$ cat src/rtl/quadrilatero_row_sequencer.sv
// Row sequencer feeding the quadrilatero OBI bridge: one strided command becomes one bus beat per row,
// with loads returned on a ready/valid stream and stores drawn from one. One beat in flight at a time.
module quadrilatero_row_sequencer #(
   parameter int BUS_WIDTH = 128,
   parameter int MAX_ROWS  = 16,
   parameter int OFF_BITS  = $clog2(BUS_WIDTH/8)
) (
   input  logic                          clk_i,
   input  logic                          rst_ni,
   input  logic                          cmd_valid_i,
   output logic                          cmd_ready_o,
   input  logic                          cmd_we_i,
   input  logic [31:0]                   cmd_addr_i,
   input  logic [31:0]                   cmd_stride_i,
   input  logic [$clog2(MAX_ROWS+1)-1:0] cmd_rows_i,
   input  logic                          wdata_valid_i,
   output logic                          wdata_ready_o,
   input  logic [BUS_WIDTH-1:0]          wdata_i,
   output logic                          rdata_valid_o,
   input  logic                          rdata_ready_i,
   output logic [BUS_WIDTH-1:0]          rdata_o,
   output logic                          rdata_last_o,
   output logic                          done_o,
   output logic                          mem_req_o,
   output logic                          mem_we_o,
   output logic [BUS_WIDTH/8-1:0]        mem_be_o,
   output logic [31:0]                   mem_addr_o,
   output logic [BUS_WIDTH-1:0]          mem_wdata_o,
   input  logic                          mem_gnt_i,
   input  logic                          mem_rvalid_i,
   input  logic [BUS_WIDTH-1:0]          mem_rdata_i
);

   localparam int RW = $clog2(MAX_ROWS+1);

   typedef enum logic [2:0] {IDLE, WDATA, REQ, RSP, OUT} state_e;

   state_e               state_q;
   logic                 we_q;
   logic [31:0]          cur_addr_q;
   logic [31:0]          stride_q;
   logic [RW-1:0]        rows_q;
   logic [RW-1:0]        row_cnt_q;
   logic [BUS_WIDTH-1:0] wbuf_q;
   logic [BUS_WIDTH-1:0] rbuf_q;
   logic                 mem_req_q;
   logic                 wdata_ready_q;
   logic                 rdata_valid_q;
   logic                 rdata_last_q;
   logic                 done_q;
   logic                 last_row;
   logic                 row_done;

   assign last_row = (row_cnt_q == rows_q - RW'(1));
   // A row retires on the store response or when the load beat leaves the read stream.
   assign row_done = ((state_q == RSP) && mem_rvalid_i && we_q) ||
                     ((state_q == OUT) && rdata_ready_i);

   // The done cycle is kept closed so a new command always starts after the pulse.
   assign cmd_ready_o   = (state_q == IDLE) && !done_q;
   assign wdata_ready_o = wdata_ready_q;
   assign rdata_valid_o = rdata_valid_q;
   assign rdata_o       = rbuf_q;
   assign rdata_last_o  = rdata_last_q;
   assign done_o        = done_q;
   assign mem_req_o     = mem_req_q;
   assign mem_we_o      = we_q;
   assign mem_be_o      = '1;
   assign mem_addr_o    = {cur_addr_q[31:OFF_BITS], {OFF_BITS{1'b0}}};
   assign mem_wdata_o   = wbuf_q;

   always_ff @(posedge clk_i or negedge rst_ni) begin
      if (!rst_ni) begin
         state_q       <= IDLE;
         we_q          <= 1'b0;
         cur_addr_q    <= '0;
         stride_q      <= '0;
         rows_q        <= '0;
         row_cnt_q     <= '0;
         wbuf_q        <= '0;
         rbuf_q        <= '0;
         mem_req_q     <= 1'b0;
         wdata_ready_q <= 1'b0;
         rdata_valid_q <= 1'b0;
         rdata_last_q  <= 1'b0;
         done_q        <= 1'b0;
      end else begin
         done_q <= 1'b0;
         unique case (state_q)
            IDLE: begin
               if (cmd_valid_i && cmd_ready_o) begin
                  we_q       <= cmd_we_i;
                  cur_addr_q <= cmd_addr_i;
                  stride_q   <= cmd_stride_i;
                  rows_q     <= cmd_rows_i;
                  row_cnt_q  <= '0;
                  if (cmd_rows_i == '0) begin
                     done_q <= 1'b1;
                  end else if (cmd_we_i) begin
                     state_q       <= WDATA;
                     wdata_ready_q <= 1'b1;
                  end else begin
                     state_q   <= REQ;
                     mem_req_q <= 1'b1;
                  end
               end
            end
            WDATA: begin
               if (wdata_valid_i) begin
                  wbuf_q        <= wdata_i;
                  wdata_ready_q <= 1'b0;
                  mem_req_q     <= 1'b1;
                  state_q       <= REQ;
               end
            end
            REQ: begin
               if (mem_gnt_i) begin
                  mem_req_q <= 1'b0;
                  state_q   <= RSP;
               end
            end
            RSP: begin
               if (mem_rvalid_i && !we_q) begin
                  rbuf_q        <= mem_rdata_i;
                  rdata_valid_q <= 1'b1;
                  rdata_last_q  <= last_row;
                  state_q       <= OUT;
               end
            end
            OUT: begin
               if (rdata_ready_i) begin
                  rdata_valid_q <= 1'b0;
                  rdata_last_q  <= 1'b0;
               end
            end
            default: state_q <= IDLE;
         endcase

         if (row_done) begin
            row_cnt_q  <= row_cnt_q + RW'(1);
            cur_addr_q <= cur_addr_q + stride_q;
            if (last_row) begin
               state_q <= IDLE;
               done_q  <= 1'b1;
            end else if (we_q) begin
               state_q       <= WDATA;
               wdata_ready_q <= 1'b1;
            end else begin
               state_q   <= REQ;
               mem_req_q <= 1'b1;
            end
         end
      end
   end

endmodule

$ cat config.mk
export PLATFORM = sky130hd
export DESIGN_NAME = quadrilatero_row_sequencer
export DESIGN_NICKNAME = d
export VERILOG_FILES = /design/src/rtl/quadrilatero_row_sequencer.sv
export SDC_FILE = /design/constraint.sdc
export NUM_CORES = 1
export LEC_CHECK = 0
export BUFFER_PORTS_ARGS = -buffer_cell sky130_fd_sc_hd__buf_2
export CAP_MARGIN = 20
export CORE_AREA = 2 2 254 256
export CTS_CLUSTER_DIAMETER = 150
export DETAILED_ROUTE_END_ITERATION = 6
export DIE_AREA = 0 0 256 258
export GPL_ROUTABILITY_DRIVEN = 0
export PLACE_DENSITY = 0.48
export SLEW_MARGIN = 10
export SYNTH_ARGS = -nofsm -noshare
export SYNTH_HDL_FRONTEND = slang
export SYNTH_SLANG_ARGS = --single-unit
export TNS_END_PERCENT = 10
$ cat constraint.sdc
create_clock -name clk_i -period 2.55 [get_ports clk_i]
set_input_delay 0.255 -clock clk_i [delete_from_list [all_inputs] [get_ports clk_i]]
set_output_delay 0.255 -clock clk_i [all_outputs]
set_load 0.01 [all_outputs]
==> impl_results.html, run 1 <==
<table>
<tr><th>Metric</th><th>Value</th></tr>
<tr><th colspan="2">Yosys</th></tr>
<tr><td>Ys async rst share</td><td>100%</td></tr>
<tr><td>Flip-flop and latch count after synthesis</td><td>339</td></tr>
<tr><td>Share of synthesized area occupied by flip-flops and latches</td><td>56.8%</td></tr>
<tr><td>Most frequently used flop master after synthesis</td><td>sky130_fd_sc_hd__dfrtp_1</td></tr>
<tr><td>YS warnings</td><td>0</td></tr>
<tr><td>Unique cell type count in the Yosys netlist</td><td>57</td></tr>
<tr><td>Number of enable-type register cells in the synthesized netlist</td><td>0</td></tr>
<tr><td>Average instance area after synthesis</td><td>12.4 um2</td></tr>
<tr><td>Area of the mapped netlist</td><td>0.0149 mm2</td></tr>
<tr><td>Gate count after technology mapping</td><td>1,201</td></tr>
<tr><th colspan="2">Die</th></tr>
<tr><td>Count of boundary I/O pins</td><td>644</td></tr>
<tr><td>Width of the chip</td><td>256 um</td></tr>
<tr><td>Die boundary height</td><td>258 um</td></tr>
<tr><td>Overall die area</td><td>0.0660 mm2</td></tr>
<tr><td>Row count</td><td>93</td></tr>
<tr><td>Starting Density</td><td>23.5%</td></tr>
<tr><td>Core footprint</td><td>0.0636 mm2</td></tr>
<tr><th colspan="2">Clocking</th></tr>
<tr><td>Num CTS Buffers</td><td>43</td></tr>
<tr><td>Clock tree from TritonCTS</td><td>built</td></tr>
<tr><td>Clock root buffer</td><td>sky130_fd_sc_hd__clkbuf_16</td></tr>
<tr><td>Max clock buf depth</td><td>3</td></tr>
<tr><td># H-tree levels</td><td>2</td></tr>
<tr><td>Register clock-pin slew on the reported worst setup and hold paths</td><td>0.05 ns</td></tr>
<tr><td>Clock latency of the later-clocked register in the worst-skew pair</td><td>0.56 ns</td></tr>
<tr><td># clock sinks</td><td>339</td></tr>
<tr><th colspan="2">Power and ir drop</th></tr>
<tr><td>Maximum vdd drop</td><td>0.718 mV</td></tr>
<tr><td>Portion of total power attributed to the clock network</td><td>20.4%</td></tr>
<tr><td>Sequential cell fraction of total power</td><td>32.8%</td></tr>
<tr><td>Overall power consumption</td><td>29.4 mW</td></tr>
<tr><td>Pint</td><td>18.5 mW</td></tr>
<tr><td>Leakage power figure</td><td>11.7 nW</td></tr>
<tr><td>Net switching power of the design</td><td>11.0 mW</td></tr>
<tr><td>Power Density</td><td>1210 mW/mm2</td></tr>
<tr><td>Fraction of power consumed by combinational cells</td><td>46.7%</td></tr>
<tr><td>Share of total power consumed by net switching</td><td>37.2%</td></tr>
<tr><th colspan="2">STA</th></tr>
<tr><td>Worst rel slew slack</td><td>38.9%</td></tr>
<tr><td>Hold violation count in the final report</td><td>0</td></tr>
<tr><td>RSZ-0062 raised after global routing</td><td>true</td></tr>
<tr><td>Crit path setup slack, layout</td><td>-0.251 ns</td></tr>
<tr><td>Minimum period implied by the final worst setup slack</td><td>2.80 ns</td></tr>
<tr><td>Clk_skew</td><td>0.0182 ns</td></tr>
<tr><td>Crit share post-route</td><td>110%</td></tr>
<tr><td>Worst hold slack</td><td>0.0364 ns</td></tr>
<tr><td>Max-slew violation total from the final report</td><td>0</td></tr>
<tr><td>Count of endpoints failing setup in the final report</td><td>13</td></tr>
<tr><td>Transition at the pin with the smallest max-transition slack</td><td>0.917 ns</td></tr>
<tr><td>Highest Clock Rate</td><td>357 MHz</td></tr>
<tr><th colspan="2">Worst setup path</th></tr>
<tr><td>Critical path depth</td><td>11</td></tr>
<tr><td>Buffers plus inverters on the worst setup path</td><td>0</td></tr>
<tr><td>Crit Path Category</td><td>flip-flop to flip-flop</td></tr>
<tr><td>Element type at the critical path end</td><td>flip-flop</td></tr>
<tr><td>Critical path, cell by cell</td><td>ha_1, o21a_1, nor2_1, a311oi_2, o31a_1, o21ai_4, o211ai_1, a31o_2, a21oi_2, or4b_1, nand3_1</td></tr>
<tr><td>Highest-delay cell along the critical path</td><td>sky130_fd_sc_hd__or4b_1</td></tr>
<tr><td>R2r worst-path depth</td><td>11</td></tr>
<tr><td>Data required time of the worst path</td><td>3.03 ns</td></tr>
<tr><td>Critical path launch point type</td><td>flip-flop</td></tr>
<tr><td>Family with the most delay on the worst path</td><td>compound AO/OA/AOI/OAI gates</td></tr>
<tr><td>Reg2reg start</td><td>cur_addr_q[12]</td></tr>
<tr><td>CP peak stage delay</td><td>0.51 ns</td></tr>
<tr><td>End of the worst register-to-register path</td><td>cur_addr_q[29]</td></tr>
<tr><td>Critical path destination</td><td>cur_addr_q[29]</td></tr>
<tr><td>Largest fanout on the critical path</td><td>3</td></tr>
<tr><td>Data arrival, critical path</td><td>3.28 ns</td></tr>
<tr><td>Register-to-register setup slack</td><td>-0.25 ns</td></tr>
<tr><td>Launching element of the worst setup path</td><td>cur_addr_q[12]</td></tr>
<tr><th colspan="2">Route</th></tr>
<tr><td>Antenna viol nets, final</td><td>0</td></tr>
<tr><td>Total iterations of the first detailed-routing run</td><td>6</td></tr>
<tr><td>DRC marker count from the first detailed-route iteration</td><td>559</td></tr>
<tr><td>Ratio of routed vias to standard cells</td><td>4.23</td></tr>
<tr><td>Final routed DRC violation total</td><td>0</td></tr>
<tr><td>Total length of routed wires</td><td>53,800 um</td></tr>
<tr><td>Average wire per cell in the routed design</td><td>17.4 um</td></tr>
<tr><td>Detailed-route via count</td><td>13,100</td></tr>
<tr><th colspan="2">Layout</th></tr>
<tr><td>Final nets</td><td>2,565</td></tr>
<tr><td>Area growth, synth to finish</td><td>62.3%</td></tr>
<tr><td>Finished layout cell area</td><td>0.0242 mm2</td></tr>
<tr><td>Most common library cell in the layout ignoring fill and taps</td><td>sky130_fd_sc_hd__buf_2</td></tr>
<tr><td>Fraction of layout cells with a size suffix above 1</td><td>48.4%</td></tr>
<tr><td>Leading cell types in the layout, fill and taps excluded</td><td>622 x sky130_fd_sc_hd__buf_2, 339 x sky130_fd_sc_hd__dfrtp_1, 322 x sky130_fd_sc_hd__dlygate4sd3_1, 256 x sky130_fd_sc_hd__mux2_2, 179 x sky130_fd_sc_hd__nand2_1</td></tr>
<tr><th colspan="2">Global route</th></tr>
<tr><td>Pin count of the biggest net entering global routing</td><td>77</td></tr>
<tr><td>Initial antenna violation count</td><td>9</td></tr>
<tr><td>Via count of the first global-routing pass</td><td>14,400</td></tr>
<tr><td>All-Layer GR Usage</td><td>15.8%</td></tr>
<tr><td>GRT overflow</td><td>0</td></tr>
<tr><td>Wire length of the first global-routing pass</td><td>81,700 um</td></tr>
<tr><th colspan="2">Worst hold path</th></tr>
<tr><td>Hold crit path type</td><td>input port to flip-flop</td></tr>
<tr><th colspan="2">Place</th></tr>
<tr><td>Cell area reported after detailed placement</td><td>0.0194 mm2</td></tr>
<tr><td>Worst slack at placement</td><td>-0.366 ns</td></tr>
<tr><td>Half-perimeter wire length after placement</td><td>39,800 um</td></tr>
<tr><td>IO buf count</td><td>623</td></tr>
<tr><th colspan="2">Outcome</th></tr>
<tr><td>Failing checks</td><td>setup timing</td></tr>
<tr><td>Result of the run</td><td>finished, violations left</td></tr>
<tr><th colspan="2">Flow run</th></tr>
<tr><td>Maximum Capacitance Violations</td><td>0</td></tr>
</table>
[cells in the mapped netlist, drive strengths merged (7+ instances only)]
cell	number	share of area (%)
a21o	17	0.88
a21oi	39	1.4
nand2	180	4.5
o21ai	46	1.6
clkbuf	34	1.1
a22oi	14	0.70
a31oi	12	0.50
mux2	256	19
xnor2	19	1.1
inv	7	0.18
nand3	16	0.54
dfrtp	339	57
nor2	25	0.63
ha	33	2.8
buf	70	3.2
xor2	15	0.88
nor2b	7	0.29
[cell families (layout without fill, tap and decap cells)]
family                   after synthesis  in the layout  share of synthesized area, %
flip-flops                           339            339                          56.8
XOR/XNOR                              34             34                          1.99
AO/OA/AOI/OAI                        154            154                          6.52
adder cells (fa/ha/maj)               34             34                          2.90
buffers and inverters                111           1123                          4.39
multiplexers                         260            260                          19.6
AND/OR/NAND/NOR                      267            267                          7.75
other                                  2             25                        0.0503
[per-stage QoR]
step / TNS, ns / instances / util [%]
4_1_cts: -2.38 / 3081 / 37.8
2_1_floorplan: 0 / 1219 / -
3_3_place_gp: -2.28 / 2681 / 30.5
3_5_place_dp: -2.69 / 2681 / 30.5
5_1_grt: -3.94 / 3089 / 38.1
6_report: -2.03 / 3091 / 38.1
[area by class of cell]
class | instances | area, um2
repair buffers | 1038 | 7200
clock buffers | 62 | 1240
multi-input cells | 769 | 6040
fillers | 6244 | 39400
diodes | 5 | 12.5
well taps | 855 | 1070
flip-flops and latches | 339 | 8480
clock inverters | 16 | 170
inverters | 7 | 26.3
[worst min-delay path by stage]
stage,startpoint,end,slack [ns],cells after the start
after floorplan,rst_ni,cur_addr_q[0],-0.04,0
after global placement,rst_ni,mem_wdata_o[67],0.32,1
after detailed placement,rst_ni,mem_wdata_o[67],0.33,1
after CTS,cmd_addr_i[24],cur_addr_q[24],0.01,3
after global routing,cmd_addr_i[24],cur_addr_q[24],0.06,3
final,cmd_addr_i[24],cur_addr_q[24],0.04,3
[routing by layer]
layer,GRT usage [%],vias up,routed length [um]
met1,17.1,6397,20200
met4,6.29,6,1960
met5,0,-,50
li1,-,6140,-
met2,28.2,421,27600
met3,5.38,112,3980
[worst min-delay path, stage by stage]
cell	delay, ns
sky130_fd_sc_hd__buf_2	0.08
sky130_fd_sc_hd__mux2i_1	0.08
sky130_fd_sc_hd__o21ai_1	0.12
[power groups by stage]
stage | registers [mW] | logic, mW | clock network (mW)
after global routing | 10.0 | 15.0 | 6.47
after detailed placement | 9.63 | 13.0 | 0
after floorplan | 10.5 | 6.80 | 0
after CTS | 9.63 | 13.6 | 6.22
after global placement | 9.57 | 13.0 | 0
final | 9.67 | 13.8 | 6.02
[registers in the layout, summed over array words and instances, names as in the netlist]
| signal | flops |
|---|---|
| mem_req_o | 1 |
| done_o | 1 |
| mem_wdata_o | 128 |
| rdata_o | 128 |
| stride_q | 32 |
| row_cnt_q | 5 |
| rdata_last_o | 1 |
| rdata_valid_o | 1 |
| mem_we_o | 1 |
| rows_q | 5 |
| state_q | 3 |
| wdata_ready_o | 1 |
| cur_addr_q | 32 |
[what timing repair did]
action                                  in CTS  in global routing
buffers inserted                             0                  5
endpoints found under the setup margin      13                 18
pin swaps                                   25                 21
hold endpoints to repair                   384                  0
hold buffers                               322                  0
gates resized for setup                     15                 18
cloned                                       0                  0
No activity file was read; power rests on OpenSTA's default activity.
==> inputs of run 2 (changes only) <==
Settings changed: ABC_AREA set to 0, BUFFER_PORTS_ARGS -buffer_cell sky130_fd_sc_hd__buf_2 to -buffer_cell sky130_fd_sc_hd__buf_4, GPL_TIMING_DRIVEN set to 0.
==> run 2 against run 1 <==
  * The flow still finishes with violations (setup timing)
  * Die area stayed put
  * Worst hold slack better by 0.0048 ns
  * Final area up 7.3%
  * Critical path type unchanged
==> impl_results.html, run 2 (synthesis gave the netlist of run 1 again) <==
<table>
<tr><th>Metric</th><th>Value</th></tr>
<tr><th colspan="2">Outcome</th></tr>
<tr><td>Result of the run</td><td>finished, violations left</td></tr>
<tr><td>Failing checks</td><td>setup timing</td></tr>
<tr><th colspan="2">Layout</th></tr>
<tr><td>Most common library cell in the layout ignoring fill and taps</td><td>sky130_fd_sc_hd__buf_4</td></tr>
<tr><td>Leading cell types in the layout, fill and taps excluded</td><td>690 x sky130_fd_sc_hd__buf_4, 338 x sky130_fd_sc_hd__dfrtp_1, 322 x sky130_fd_sc_hd__dlygate4sd3_1, 256 x sky130_fd_sc_hd__mux2_2, 180 x sky130_fd_sc_hd__nand2_1</td></tr>
<tr><td>Multi-input combinational cell area</td><td>0.00612 mm2</td></tr>
<tr><td>Reg area</td><td>0.00848 mm2</td></tr>
<tr><td>Fill count</td><td>6,120</td></tr>
<tr><td>Area growth, synth to finish</td><td>74.2%</td></tr>
<tr><td>Final nets</td><td>2,599</td></tr>
<tr><td>Fraction of layout cells with a size suffix above 1</td><td>48.9%</td></tr>
<tr><th colspan="2">Die</th></tr>
<tr><td>Die boundary height</td><td>258 um</td></tr>
<tr><td>Overall die area</td><td>0.0660 mm2</td></tr>
<tr><td>Row count</td><td>93</td></tr>
<tr><td>Width of the chip</td><td>256 um</td></tr>
<tr><td>Core footprint</td><td>0.0636 mm2</td></tr>
<tr><td>Count of boundary I/O pins</td><td>644</td></tr>
<tr><td>Starting Density</td><td>23.5%</td></tr>
<tr><th colspan="2">Worst setup path</th></tr>
<tr><td>Element type at the critical path end</td><td>flip-flop</td></tr>
<tr><td>Data required time of the worst path</td><td>2.97 ns</td></tr>
<tr><td>Largest fanout on the critical path</td><td>2</td></tr>
<tr><td>Critical path launch point type</td><td>flip-flop</td></tr>
<tr><td>Crit Path Category</td><td>flip-flop to flip-flop</td></tr>
<tr><td>Data arrival, critical path</td><td>3.22 ns</td></tr>
<tr><th colspan="2">Power and ir drop</th></tr>
<tr><td>Leakage power figure</td><td>12.3 nW</td></tr>
<tr><td>Maximum vdd drop</td><td>0.724 mV</td></tr>
<tr><td>Power Density</td><td>1210 mW/mm2</td></tr>
<tr><th colspan="2">STA</th></tr>
<tr><td>Worst hold slack</td><td>0.0412 ns</td></tr>
<tr><td>Hold violation count in the final report</td><td>0</td></tr>
<tr><td>Final setup TNS</td><td>-2.57 ns</td></tr>
<tr><td>Count of endpoints failing setup in the final report</td><td>16</td></tr>
<tr><td>Crit share post-route</td><td>110%</td></tr>
<tr><td>RSZ-0062 raised after global routing</td><td>true</td></tr>
<tr><td>Minimum period implied by the final worst setup slack</td><td>2.80 ns</td></tr>
<tr><td>Max-slew violation total from the final report</td><td>0</td></tr>
<tr><td>Worst rel slew slack</td><td>55.1%</td></tr>
<tr><td>Clk_skew</td><td>0.0213 ns</td></tr>
<tr><td>Crit path setup slack, layout</td><td>-0.251 ns</td></tr>
<tr><td>Transition at the pin with the smallest max-transition slack</td><td>0.673 ns</td></tr>
<tr><td>Highest Clock Rate</td><td>357 MHz</td></tr>
<tr><th colspan="2">Route</th></tr>
<tr><td>Total iterations of the first detailed-routing run</td><td>4</td></tr>
<tr><td>Final routed DRC violation total</td><td>0</td></tr>
<tr><td>Average wire per cell in the routed design</td><td>19.0 um</td></tr>
<tr><td>DRC marker count from the first detailed-route iteration</td><td>456</td></tr>
<tr><td>Detailed-route via count</td><td>13,300</td></tr>
<tr><td>Ratio of routed vias to standard cells</td><td>4.27</td></tr>
<tr><td>Total length of routed wires</td><td>59,200 um</td></tr>
<tr><td>Antenna viol nets, final</td><td>0</td></tr>
<tr><th colspan="2">Global route</th></tr>
<tr><td>Wire length of the first global-routing pass</td><td>88,800 um</td></tr>
<tr><td>All-Layer GR Usage</td><td>17.4%</td></tr>
<tr><td>Pin count of the biggest net entering global routing</td><td>104</td></tr>
<tr><td>GRT overflow</td><td>0</td></tr>
<tr><td>Via count of the first global-routing pass</td><td>14,900</td></tr>
<tr><td>Initial antenna violation count</td><td>3</td></tr>
<tr><th colspan="2">Clocking</th></tr>
<tr><td>Clock root buffer</td><td>sky130_fd_sc_hd__clkbuf_16</td></tr>
<tr><td># clock sinks</td><td>339</td></tr>
<tr><td>Clock tree from TritonCTS</td><td>built</td></tr>
<tr><td>Max clock buf depth</td><td>3</td></tr>
<tr><td># H-tree levels</td><td>2</td></tr>
<tr><td>Num CTS Buffers</td><td>43</td></tr>
<tr><td>Register clock-pin slew on the reported worst setup and hold paths</td><td>0.05 ns</td></tr>
<tr><td>Clock latency of the later-clocked register in the worst-skew pair</td><td>0.56 ns</td></tr>
<tr><th colspan="2">Worst hold path</th></tr>
<tr><td>Hold crit path type</td><td>input port to flip-flop</td></tr>
<tr><th colspan="2">Flow run</th></tr>
<tr><td>Maximum Capacitance Violations</td><td>0</td></tr>
<tr><th colspan="2">Place</th></tr>
<tr><td>IO buf count</td><td>623</td></tr>
<tr><td>Half-perimeter wire length after placement</td><td>44,500 um</td></tr>
</table>
-- run 2: per-stage QoR --
| stage | utilization [%] | setup slack, ns | total power, mW | cells | instance area [um2] |
|---|---|---|---|---|---|
| finish | 40.9 | -0.251 | 31.5 | 3123 | 26000 |
| global route | 40.9 | -0.408 | 33.5 | 3122 | 26000 |
| CTS | 40.5 | -0.350 | 31.4 | 3109 | 25800 |
| detailed placement | 32.7 | -0.877 | 24.0 | 2700 | 20800 |
| global placement | 32.6 | -2.26 | 23.8 | 2697 | 20800 |
| floorplan | - | 0.0213 | 17.3 | 1219 | 15000 |
-- run 2: where the power goes --
group	switching, mW	total (mW)	internal [mW]
sequential	1.70	9.78	8.08
clock	2.52	6.26	3.74
combinational	7.18	15.4	8.23
-- run 2: final timing paths --
| check | startpoint | endpoint | slack (ns) | depth (start not counted) |
|---|---|---|---|---|
| setup / recovery | cur_addr_q[0] | cur_addr_q[16] | -0.25 | 13 |
| hold / removal | cmd_addr_i[28] | cur_addr_q[28] | 0.04 | 5 |
| setup reg to reg | cur_addr_q[0] | cur_addr_q[16] | -0.25 | 13 |
| hold reg to reg | stride_q[5] | stride_q[5] | 0.48 | 2 |
| max in group asynchronous | rst_ni | rdata_o[7] | 0.91 | 4 |
| min in group asynchronous | rst_ni | rdata_o[104] | 0.28 | 2 |
-- run 2: per-layer routing --
layer	GRT usage [%]	share of wire (%)	vias up	routed length (um)
li1	-	-	6193	-
met2	32.7	54	426	31900
met4	4.84	2.5	0	1500
met5	0	0	-	0
met1	18.9	37	6617	21700
met3	5.05	6.9	94	4100
-- run 2: cell type report --
type,count,area share (%)
clock buffer,61,4.82
tap,855,4.11
inverter,7,0.101
sequential,339,32.6
clock inverter,17,0.760
antenna,3,0.0289
timing repair buffer,969,31.4
multi-input combinational,769,23.5
buffer,103,2.64
-- run 2: critical path, stage by stage (launching register included) --
cell and delay [ns]:
sky130_fd_sc_hd__dfrtp_1 0.38, sky130_fd_sc_hd__ha_2 0.20, sky130_fd_sc_hd__fa_2 0.37, sky130_fd_sc_hd__a21o_1 0.18
sky130_fd_sc_hd__a21o_2 0.20, sky130_fd_sc_hd__a211oi_2 0.22, sky130_fd_sc_hd__o211a_1 0.27, sky130_fd_sc_hd__buf_6 0.13
sky130_fd_sc_hd__nor2b_2 0.05, sky130_fd_sc_hd__a21boi_2 0.16, sky130_fd_sc_hd__o21bai_1 0.09, sky130_fd_sc_hd__a21oi_1 0.18
sky130_fd_sc_hd__xor2_1 0.16, sky130_fd_sc_hd__o21ai_1 0.07
-- run 2: repair_timing --
action / 4_1_cts / 5_1_grt
pin swaps: 32 / 33
hold endpoints to repair: 394 / 0
resized for setup: 49 / 39
hold buffers: 322 / 0
setup endpoints to repair: 320 / 248
buffers inserted: 9 / 12
